--- config.mk ---
export PLATFORM = sky130hd
export DESIGN_NAME = mem_stage_flat
export DESIGN_NICKNAME = d
export VERILOG_FILES = /design/src/rtl/mem_pkg.sv /design/src/rtl/mem_stage_if.sv /design/src/rtl/mem_lane_mux.sv /design/src/rtl/mem_stage.sv /design/src/flat_wrapper.sv
export SDC_FILE = /design/constraint.sdc
export NUM_CORES = 1
export LEC_CHECK = 0
export BUFFER_PORTS_ARGS = -buffer_cell sky130_fd_sc_hd__buf_4
export CELL_PAD_IN_SITES_DETAIL_PLACEMENT = 0
export CELL_PAD_IN_SITES_GLOBAL_PLACEMENT = 2
export CORE_MARGIN = 8
export CORE_UTILIZATION = 32
export DETAILED_ROUTE_END_ITERATION = 12
export GPL_TIMING_DRIVEN = 0
export PLACE_DENSITY_LB_ADDON = 0.3
export SLEW_MARGIN = 20
export SYNTH_ARGS = -nofsm -noshare
export SYNTH_HDL_FRONTEND = slang
export SYNTH_SLANG_ARGS = --single-unit
--- constraint.sdc ---
create_clock -name clk -period 3.72 [get_ports clk]
set_clock_uncertainty 0.1 [all_clocks]
set_input_delay 0.372 -clock clk [delete_from_list [all_inputs] [get_ports clk]]
set_output_delay 0.372 -clock clk [all_outputs]
set_load 0.02 [all_outputs]
--- src/rtl/mem_pkg.sv ---
// mem_pkg: size/state encodings and alignment check for the load/store stage
package mem_pkg;
  localparam logic [1:0] SZ_BYTE = 2'd0;
  localparam logic [1:0] SZ_HALF = 2'd1;
  localparam logic [1:0] SZ_WORD = 2'd2;
  localparam logic [1:0] SZ_RSVD = 2'd3;
  typedef enum logic {IDLE, MERGE} state_t;
  function automatic logic misaligned(input logic [1:0] size, input logic [1:0] off);
    return size == SZ_RSVD || (size == SZ_HALF && off[0]) || (size == SZ_WORD && off != 2'b00);
  endfunction
endpackage

--- src/rtl/mem_stage_if.sv ---
// mem_stage_if: request/response handshake plus data-memory port of the load/store stage
interface mem_stage_if;
  logic        req_valid;
  logic        req_ready;
  logic        req_wr;
  logic [1:0]  req_size;
  logic        req_signed;
  logic [31:0] req_addr;
  logic [31:0] req_wdata;
  logic        rsp_valid;
  logic [31:0] rsp_rdata;
  logic        rsp_err;
  logic        mem_en;
  logic        mem_wr;
  logic [31:0] mem_addr;
  logic [31:0] mem_wdata;
  logic [31:0] mem_rdata;
  modport master (
    output req_valid, req_wr, req_size, req_signed, req_addr, req_wdata, mem_rdata,
    input  req_ready, rsp_valid, rsp_rdata, rsp_err, mem_en, mem_wr, mem_addr, mem_wdata
  );
  modport slave (
    input  req_valid, req_wr, req_size, req_signed, req_addr, req_wdata, mem_rdata,
    output req_ready, rsp_valid, rsp_rdata, rsp_err, mem_en, mem_wr, mem_addr, mem_wdata
  );
endinterface

--- src/rtl/mem_lane_mux.sv ---
// mem_lane_mux: big-endian load lane extract/extend and sub-word store lane merge
module mem_lane_mux
  import mem_pkg::*;
(
  input  logic [1:0]  ld_size,
  input  logic [1:0]  ld_off,
  input  logic        ld_sgn,
  input  logic [31:0] ld_word,
  input  logic [1:0]  st_size,
  input  logic [1:0]  st_off,
  input  logic [31:0] st_word,
  input  logic [31:0] st_data,
  output logic [31:0] ld_data,
  output logic [31:0] merged
);
  logic [7:0]  b;
  logic [15:0] h;
  logic [31:0] mask;
  logic [31:0] lanes;
  always_comb begin
    b = ld_word[{~ld_off, 3'b000} +: 8];
    h = ld_word[{~ld_off[1], 4'b0000} +: 16];
    ld_data = ld_size == SZ_BYTE ? {{24{ld_sgn & b[7]}}, b}
            : ld_size == SZ_HALF ? {{16{ld_sgn & h[15]}}, h}
            : ld_word;
    mask  = st_size == SZ_BYTE ? 32'h0000_00ff << {~st_off, 3'b000}
          : st_size == SZ_HALF ? 32'h0000_ffff << {~st_off[1], 4'b0000}
          : 32'hffff_ffff;
    lanes = st_size == SZ_BYTE ? {4{st_data[7:0]}}
          : st_size == SZ_HALF ? {2{st_data[15:0]}}
          : st_data;
    merged = (st_word & ~mask) | (lanes & mask);
  end
endmodule

--- src/rtl/mem_stage.sv ---
// mem_stage: load/store access stage with alignment checks and sub-word read-modify-write
module mem_stage
  import mem_pkg::*;
(
  input logic        clk,
  input logic        rst_n,
  mem_stage_if.slave bus
);
  state_t      state;
  logic [31:0] cap_word;
  logic [31:0] cap_addr;
  logic [31:0] cap_wdata;
  logic [1:0]  cap_size;
  logic        merge;
  logic        accept;
  logic        err;
  logic        sub;
  logic        rmw;
  logic [31:0] ld_data;
  logic [31:0] merged;
  mem_lane_mux lane (
    .ld_size (bus.req_size),
    .ld_off  (bus.req_addr[1:0]),
    .ld_sgn  (bus.req_signed),
    .ld_word (bus.mem_rdata),
    .st_size (cap_size),
    .st_off  (cap_addr[1:0]),
    .st_word (cap_word),
    .st_data (cap_wdata),
    .ld_data (ld_data),
    .merged  (merged)
  );
  always_comb begin
    merge         = rst_n && state == MERGE;
    bus.req_ready = rst_n && state == IDLE;
    accept        = bus.req_valid && bus.req_ready;
    err           = misaligned(bus.req_size, bus.req_addr[1:0]);
    sub           = bus.req_wr && bus.req_size != SZ_WORD;
    rmw           = accept && sub && !err;
    bus.mem_en    = merge || (accept && !err);
    bus.mem_wr    = merge || (accept && !err && bus.req_wr && !sub);
    bus.mem_addr  = !bus.mem_en ? '0 : merge ? {cap_addr[31:2], 2'b00} : {bus.req_addr[31:2], 2'b00};
    bus.mem_wdata = !bus.mem_wr ? '0 : merge ? merged : bus.req_wdata;
  end
  always_ff @(posedge clk) begin
    if (!rst_n) begin
      state         <= IDLE;
      bus.rsp_valid <= 1'b0;
      bus.rsp_err   <= 1'b0;
      bus.rsp_rdata <= '0;
      cap_word      <= '0;
      cap_addr      <= '0;
      cap_wdata     <= '0;
      cap_size      <= '0;
    end else begin
      state         <= rmw ? MERGE : IDLE;
      bus.rsp_valid <= merge || (accept && !rmw);
      bus.rsp_err   <= accept && err;
      bus.rsp_rdata <= accept && !err && !bus.req_wr ? ld_data : '0;
      if (rmw) begin
        cap_word  <= bus.mem_rdata;
        cap_addr  <= bus.req_addr;
        cap_wdata <= bus.req_wdata;
        cap_size  <= bus.req_size;
      end
    end
  end
endmodule

--- src/flat_wrapper.sv ---
// flat-port wrapper written by rule: the top's interface ports become plain ports
module mem_stage_flat import mem_pkg::*;
  (clk, rst_n, bus_req_valid, bus_req_wr, bus_req_size, bus_req_signed, bus_req_addr, bus_req_wdata, bus_mem_rdata, bus_req_ready, bus_rsp_valid, bus_rsp_rdata, bus_rsp_err, bus_mem_en, bus_mem_wr, bus_mem_addr, bus_mem_wdata);
  mem_stage_if bus_i ();
  input logic clk;
  input logic rst_n;
  input wire logic [$bits(bus_i.req_valid)-1:0] bus_req_valid;
  input wire logic [$bits(bus_i.req_wr)-1:0] bus_req_wr;
  input wire logic [$bits(bus_i.req_size)-1:0] bus_req_size;
  input wire logic [$bits(bus_i.req_signed)-1:0] bus_req_signed;
  input wire logic [$bits(bus_i.req_addr)-1:0] bus_req_addr;
  input wire logic [$bits(bus_i.req_wdata)-1:0] bus_req_wdata;
  input wire logic [$bits(bus_i.mem_rdata)-1:0] bus_mem_rdata;
  output wire logic [$bits(bus_i.req_ready)-1:0] bus_req_ready;
  output wire logic [$bits(bus_i.rsp_valid)-1:0] bus_rsp_valid;
  output wire logic [$bits(bus_i.rsp_rdata)-1:0] bus_rsp_rdata;
  output wire logic [$bits(bus_i.rsp_err)-1:0] bus_rsp_err;
  output wire logic [$bits(bus_i.mem_en)-1:0] bus_mem_en;
  output wire logic [$bits(bus_i.mem_wr)-1:0] bus_mem_wr;
  output wire logic [$bits(bus_i.mem_addr)-1:0] bus_mem_addr;
  output wire logic [$bits(bus_i.mem_wdata)-1:0] bus_mem_wdata;
  assign bus_i.req_valid = bus_req_valid;
  assign bus_i.req_wr = bus_req_wr;
  assign bus_i.req_size = bus_req_size;
  assign bus_i.req_signed = bus_req_signed;
  assign bus_i.req_addr = bus_req_addr;
  assign bus_i.req_wdata = bus_req_wdata;
  assign bus_i.mem_rdata = bus_mem_rdata;
  assign bus_req_ready = bus_i.req_ready;
  assign bus_rsp_valid = bus_i.rsp_valid;
  assign bus_rsp_rdata = bus_i.rsp_rdata;
  assign bus_rsp_err = bus_i.rsp_err;
  assign bus_mem_en = bus_i.mem_en;
  assign bus_mem_wr = bus_i.mem_wr;
  assign bus_mem_addr = bus_i.mem_addr;
  assign bus_mem_wdata = bus_i.mem_wdata;
  mem_stage u_core (.clk(clk), .rst_n(rst_n), .bus(bus_i));
endmodule
==> metrics.txt, run 1 <==
Reg-to-Reg Start=u_core.state$_SDFF_PN0_; Bufs and invs on worst path=2; hold path cells=3; Core Rows=53; die area=0.02595 sq mm; Detail Route Antenna Nets=0; largest net degree at the start of global routing=17; Post-Synthesis Cells=814; Switching Share=0.2737; Seq pwr share=0.416; Layout area overhead=35.54%; CTS resizes=0; routed vias/inst=5.309; Sink Count=133; DR WL/cell=21.42 microns; Root Driver=clkbuf_16; Setup TNS Final=0 ps; number of global-route vias before repair=7002; initial antenna violation count=0; CP Cell Sequence=clkbuf_1 > nor2b_1 > o211ai_1 > o221ai_1 > buf_4; Core Area=0.02082 sq mm; RR Endpoint=u_core.cap_addr[1]$_SDFFE_PN0P_; NetSw=0.9764 mW; top cells by count, synth=133 x dfxtp_1, 131 x nand2_1, 97 x nand3_1; fmax=0.3375 GHz; Synth area leader=dfxtp_1; io pins=204; Clk pwr share=0.457; H-tree depth=4; Max-Cap Viols=0; Main synth FF type=dfxtp_1; hold path endpoint=u_core.cap_addr[23]$_SDFFE_PN0P_; post-cts hold buffer count=0; PwrDens=390.9 mW/mm^2; cell family with the largest share of critical-path delay=compound AO/OA/AOI/OAI gates; CTS tree=built; # fillers=2162; Max Root-Sink Buffers=2; dpl hpwl=21.82 mm; Final Hold Viols=0; async set-reset flop share out of synthesis=0; first-pass GRT wire length=42.59 mm; post-synthesis instance area=0.006735 sq mm; share of cells above drive strength 1=0.2778; register area share after synthesis=0.3953; worst endpoint required time=3250 ps; minimum clock period=2963 ps; synth warn=0; CP endpoint kind=primary output; Synth area leaders=dfxtp_1 40%, nand2_1 7.3%, nand3_1 7.2%; global-route usage over all layers=0.2116; die height=161.1 microns; port bufs=197; post-synthesis average cell area=8.274 sq um; highest-delay cell along the critical path=nor2b_1; Peak supply drop=0.3418 mV; hold_sp=bus_req_addr[23]; period utilization=0.7965; max incr delay on CP=530 ps; total internal power=2.592 mW; Detailed Route WL=28.26 mm; Max Slew Vio Count=0; RSZ-0062 raised after global routing=no; Fin Hold WS=71.47 ps; Final Setup Violations=0; R2R Setup Slk=1560 ps; worst-skew pair later-pin latency=420 ps; top-count cell post-synth=dfxtp_1; Starting Density=0.3235; worst-case reg-to-reg path depth=6; Post-layout nets=1134; status=finished clean; Via Count=7003; CTS Buf Count=17; critical path startpoint category=flip-flop; CP Class=reg -> out; antenna cells=0; Logic pwr share=0.127; post-synthesis cell type count=48; first-pass detailed-route iteration total=5; slew at the pin with the worst max-slew slack=694.4 ps; crit path DAT=2490 ps; final core utilization=0.4384; number of setup buffers added after CTS=0; DRT iter0 DRCs=539; Hold WC Path Type=in -> reg; Remaining Overflow, GRT=0; headroom to the max-slew limit=0.5350; number of synthesized flops with an enable pin=0; clock slew at reported path FFs=60 ps; routability cong.=0.8709; Seq cells post-synth=133; crit-path max FO=10; Die Width=161.1 microns; leakage=3.619 nW; area fraction of the dominant cell type after synthesis=0.3953; drt drc=0
## cells by family (layout without fill, tap and decap cells)
group | count (synthesis) | count (layout) | share of synthesized area
buffers and inverters | 105 | 334 | 0.07449
other | 1 | 2 | 0.0005568
and+or+nand+nor | 300 | 300 | 0.2099
muxes | 50 | 50 | 0.08954
DFF | 133 | 133 | 0.3953
AOI/OAI and AO/OA | 225 | 225 | 0.2302
## registers in the layout, summed over array words and instances, names as in the netlist
signal	flops
u_core.bus.rsp_rdata	32
u_core.cap_addr	32
u_core.cap_wdata	32
u_core.cap_word	32
u_core.cap_size	2
u_core.bus.rsp_err	1
u_core.bus.rsp_valid	1
u_core.state	1
## metal layers
metal	GRT usage	wire length (microns)	vias to the layer above
li1	-	-	3373
met1	0.2739	12690	3286
met2	0.3293	12660	297
met3	0.06617	2215	47
met4	0.06818	685	0
met5	0	0	-
## per-stage QoR
stage	worst slack, ps	instance area [sq um]	total power [mW]	instances
after floorplan	1633	6739	1.734	815
after global placement	819.8	8562	1.965	1287
after detailed placement	823.1	8562	1.965	1287
after CTS	778.2	9129	3.587	1319
after global routing	638.7	9129	3.700	1319
final	757.0	9129	3.568	1319
## worst min-delay path: cells and delay by family
family | cells | cell delay [ps]
compound gates | 1 | 60
buf+inv | 1 | 80
simple gates | 1 | 50
## power groups by stage
stage	clock network [mW]	logic, mW	registers [mW]
6_report	1.63	0.452	1.49
5_1_grt	1.73	0.487	1.49
2_1_floorplan	0	0.219	1.52
3_5_place_dp	0	0.450	1.52
3_3_place_gp	0	0.450	1.51
4_1_cts	1.65	0.451	1.48
## cell usage in the layout, fill, tap and decap left out, drive strengths merged, types with 9 or more instances in the layout
| cell | netlist | layout |
|---|---|---|
| nor2b | 9 | 9 |
| mux2i | 40 | 40 |
| a22o | 30 | 30 |
| nor2 | 21 | 21 |
| clkbuf | 50 | 69 |
| a211oi | 9 | 9 |
| buf | 39 | 236 |
| nand3 | 97 | 97 |
| nor3 | 9 | 9 |
| or3 | 9 | 9 |
| o21ai | 91 | 91 |
| o211ai | 17 | 17 |
| a31oi | 24 | 24 |
| nand2 | 131 | 131 |
| a32o | 16 | 16 |
| o31ai | 14 | 14 |
| inv | 15 | 19 |
| dfxtp | 133 | 133 |
## worst max-delay path by stage
stage          slack, ps                             from                 to  cells after the start
2_1_floorplan       1630                  bus_req_addr[0]  bus_mem_wdata[19]                      6
3_3_place_gp         820                            rst_n   bus_mem_wdata[4]                      9
3_5_place_dp         820                            rst_n   bus_mem_wdata[4]                      9
4_1_cts              780  u_core.cap_size[1]$_SDFFE_PN0P_  bus_mem_wdata[15]                      6
5_1_grt              640  u_core.cap_size[1]$_SDFFE_PN0P_  bus_mem_wdata[15]                      6
6_report             760  u_core.cap_size[0]$_SDFFE_PN0P_  bus_mem_wdata[15]                      5
## layout make-up
| type | instances | area [sq um] | share of cell area |
|---|---|---|---|
| Multi-Input combinational cell | 577 | 3575 | 0.3916 |
| Sequential cell | 133 | 2663 | 0.2917 |
| Timing Repair Buffer | 197 | 1479 | 0.1620 |
| Clock buffer | 19 | 442.9 | 0.04852 |
| Buffer | 89 | 441.7 | 0.04838 |
| Tap cell | 275 | 344.1 | 0.03769 |
| Clock inverter | 13 | 123.9 | 0.01357 |
| Inverter | 16 | 60.06 | 0.006579 |
No activity file was read; power rests on OpenSTA's default activity.
==> run 2, diff against run 1 <==
- ABC_AREA: not set -> 1
- CORE_UTILIZATION: 32 -> 24
- clock period: 3.72 -> 2.54 ns (I/O delays scaled with it)
==> run 2 against run 1 <==
Effect of this change:
- utilization fell by 9.7 points
- total power grew 61%
- via count increased by 13%
- critical endpoint is now bus_mem_wdata[30]
- largest power group unchanged
- highest routed layer is now met5
==> metrics.txt, run 2 <==
crit-path max FO=10 (unchanged); initial antenna violation count=1 (+1); first-pass detailed-route iteration total=7 (+2); leakage=4.730 nW (+31%); RSZ-0062 raised after global routing=yes; critical path startpoint category=flip-flop; Starting Density=0.2417 (-0.08179); H-tree depth=4 (unchanged); routed vias/inst=4.425 (-17%); PwrDens=573.5 mW/mm^2 (+47%); slew at the pin with the worst max-slew slack=656.3 ps (-38.09 ps); Sink Count=133 (unchanged); Seq cells post-synth=133 (unchanged); CP endpoint kind=primary output; CTS tree=built; io pins=204 (unchanged); number of synthesized flops with an enable pin=0 (unchanged); Layout area overhead=41.31%; dpl hpwl=24.28 mm (+11%); minimum clock period=2434 ps; Core Area=0.02940 sq mm (+41%); CP Class=reg -> out; period utilization=0.9584; Max Slew Vio Count=0 (unchanged); most common cell after layout, fill and taps aside=nand2_1; top-count cell post-synth=nand2_1; Detailed Route WL=30.77 mm (+8.9%); die height=188.1 microns (+17%); Root Driver=clkbuf_16; Remaining Overflow, GRT=0 (unchanged); area fraction of the dominant cell type after synthesis=0.3747 (-0.02060); post-synthesis average cell area=6.217 sq um (-25%); largest net degree at the start of global routing=17 (unchanged); Final Hold Viols=0 (unchanged); port bufs=199 (+1.0%); Post-layout nets=1487 (+31%); Seq pwr share=0.378 (-0.038); register area share after synthesis=0.3747 (-0.02060); post-synthesis instance area=0.007106 sq mm (+5.5%); clock slew at reported path FFs=60 ps (about the same); total internal power=4.227 mW (+63%); post-synthesis cell type count=32 (-33%); Die Width=188.1 microns (+17%); NetSw=1.532 mW (+57%); final worst setup slack=105.8 ps (-651.2 ps); share of cells above drive strength 1=0.2269 (-0.05086); DRT iter0 DRCs=449 (-17%); headroom to the max-slew limit=0.5625 (+0.02743); number of global-route vias before repair=8039 (+15%); routability cong.=0.8640 (-0.79%); first-pass GRT wire length=47.04 mm (+10%); Final Setup Violations=0 (unchanged); die area=0.03537 sq mm (+36%); Main synth FF type=dfxtp_1; status=finished clean; Clk pwr share=0.483 (+0.026); top cells by count, synth=269 x nand2_1, 242 x nor2_1, 133 x dfxtp_1; synth warn=0 (unchanged); async set-reset flop share out of synthesis=0 (unchanged); Switching Share=0.2660 (-0.007658); crit path DAT=2080 ps (-410 ps); Post-Synthesis Cells=1143 (+40%); Hold WC Path Type=in -> reg; DR WL/cell=17.22 microns (-20%); Detail Route Antenna Nets=0 (unchanged); worst slack at placement=123.2 ps (-699.9 ps); global-route usage over all layers=0.1706 (-0.04096); worst-skew pair later-pin latency=410 ps (about the same); Max-Cap Viols=0 (unchanged); Logic pwr share=0.138 (+0.011); Setup TNS Final=0 ps (unchanged); CTS Buf Count=17 (unchanged); most frequent cells in the layout=265 x nand2_1, 241 x nor2_1, 204 x buf_4, 133 x dfxtp_1, 109 x o21ai_0; worst endpoint required time=2190 ps (-1060 ps); Core Rows=63 (+19%); Via Count=7908 (+13%); drt drc=0 (unchanged); Synth area leader=dfxtp_1; Max Root-Sink Buffers=2 (unchanged); antenna cells=0 (unchanged); Peak supply drop=0.3916 mV (+15%); Synth area leaders=dfxtp_1 37%, nand2_1 14%, nor2_1 13%; fmax=0.4108 GHz
[run 2: power by group through the flow]
| stage | logic, mW | clock network (mW) | registers (mW) |
|---|---|---|---|
| 2_1_floorplan | 0.398 | 0 | 2.22 |
| 3_3_place_gp | 0.768 | 0 | 2.22 |
| 3_5_place_dp | 0.769 | 0 | 2.22 |
| 4_1_cts | 0.806 | 2.84 | 2.18 |
| 5_1_grt | 0.886 | 2.93 | 2.18 |
| 6_report | 0.797 | 2.78 | 2.18 |
[run 2: layout make-up]
class / instances / area [sq um]
inverters: 98 / 370.4
plain buffers: 77 / 424.2
clock buffers: 17 / 425.4
flip-flops and latches: 133 / 2663
well taps: 390 / 488.0
repair buffers: 223 / 1734
multi-input cells: 834 / 3706
clock inverters: 15 / 230.2
fillers: 3324 / 19360
[run 2: per-stage QoR]
stage	hold slack (ps)	power (mW)	util	cells	cell area [sq um]
floorplan	299.4	2.622	-	1144	7109
detailed placement	367.3	2.991	0.3092	1733	9091
global placement	356.0	2.991	0.3092	1733	9091
finish	4.683	5.759	0.3415	1787	10040
global route	13.69	5.996	0.3415	1787	10040
CTS	1.589	5.823	0.3406	1789	10010
[run 2: path summary, 6_finish.rpt]
kind,slack (ps),cells after the start,endpoint,start
min reg2reg,380,2,u_core.cap_word[24]$_SDFFE_PN0P_,u_core.cap_word[24]$_SDFFE_PN0P_
min,5,3,u_core.cap_wdata[28]$_SDFFE_PN0P_,bus_req_wdata[28]
max,110,10,bus_mem_wdata[30],u_core.cap_size[0]$_SDFFE_PN0P_
max reg2reg,850,7,u_core.cap_word[29]$_SDFFE_PN0P_,u_core.state$_SDFF_PN0_
[run 2: what timing repair did]
item / in CTS / in global routing
hold buffers: 24 / 0
endpoints found under the setup margin: 11 / 34
hold endpoints to repair: 24 / 0
pin swaps: 0 / 0
gates resized for setup: 13 / 20
setup buffers: 0 / 0
[run 2: critical path, stage by stage (launching register included)]
cell	delay (ps)
dfxtp_1	290
buf_2	180
inv_1	140
nand2_1	60
nand2_1	60
nand2_1	150
buf_6	200
or2_2	270
nand3_1	80
nand2_1	60
buf_4	150
[run 2: layer usage]
metal,up-vias,wire [microns],track usage
met3,33,1907,0.04792
met4,2,737,0.05242
met2,213,14180,0.2759
met5,-,8,0
li1,4096,-,-
met1,3564,13940,0.2168
[run 2: cells by family (layout without fill, tap and decap cells)]
family          Yosys count  in the layout  synth area share
simple gates            627            627            0.3656
compound gates          205            205            0.1488
buf+inv                 177            430            0.1104
flops                   133            133            0.3747
other cells               1              2         0.0005278
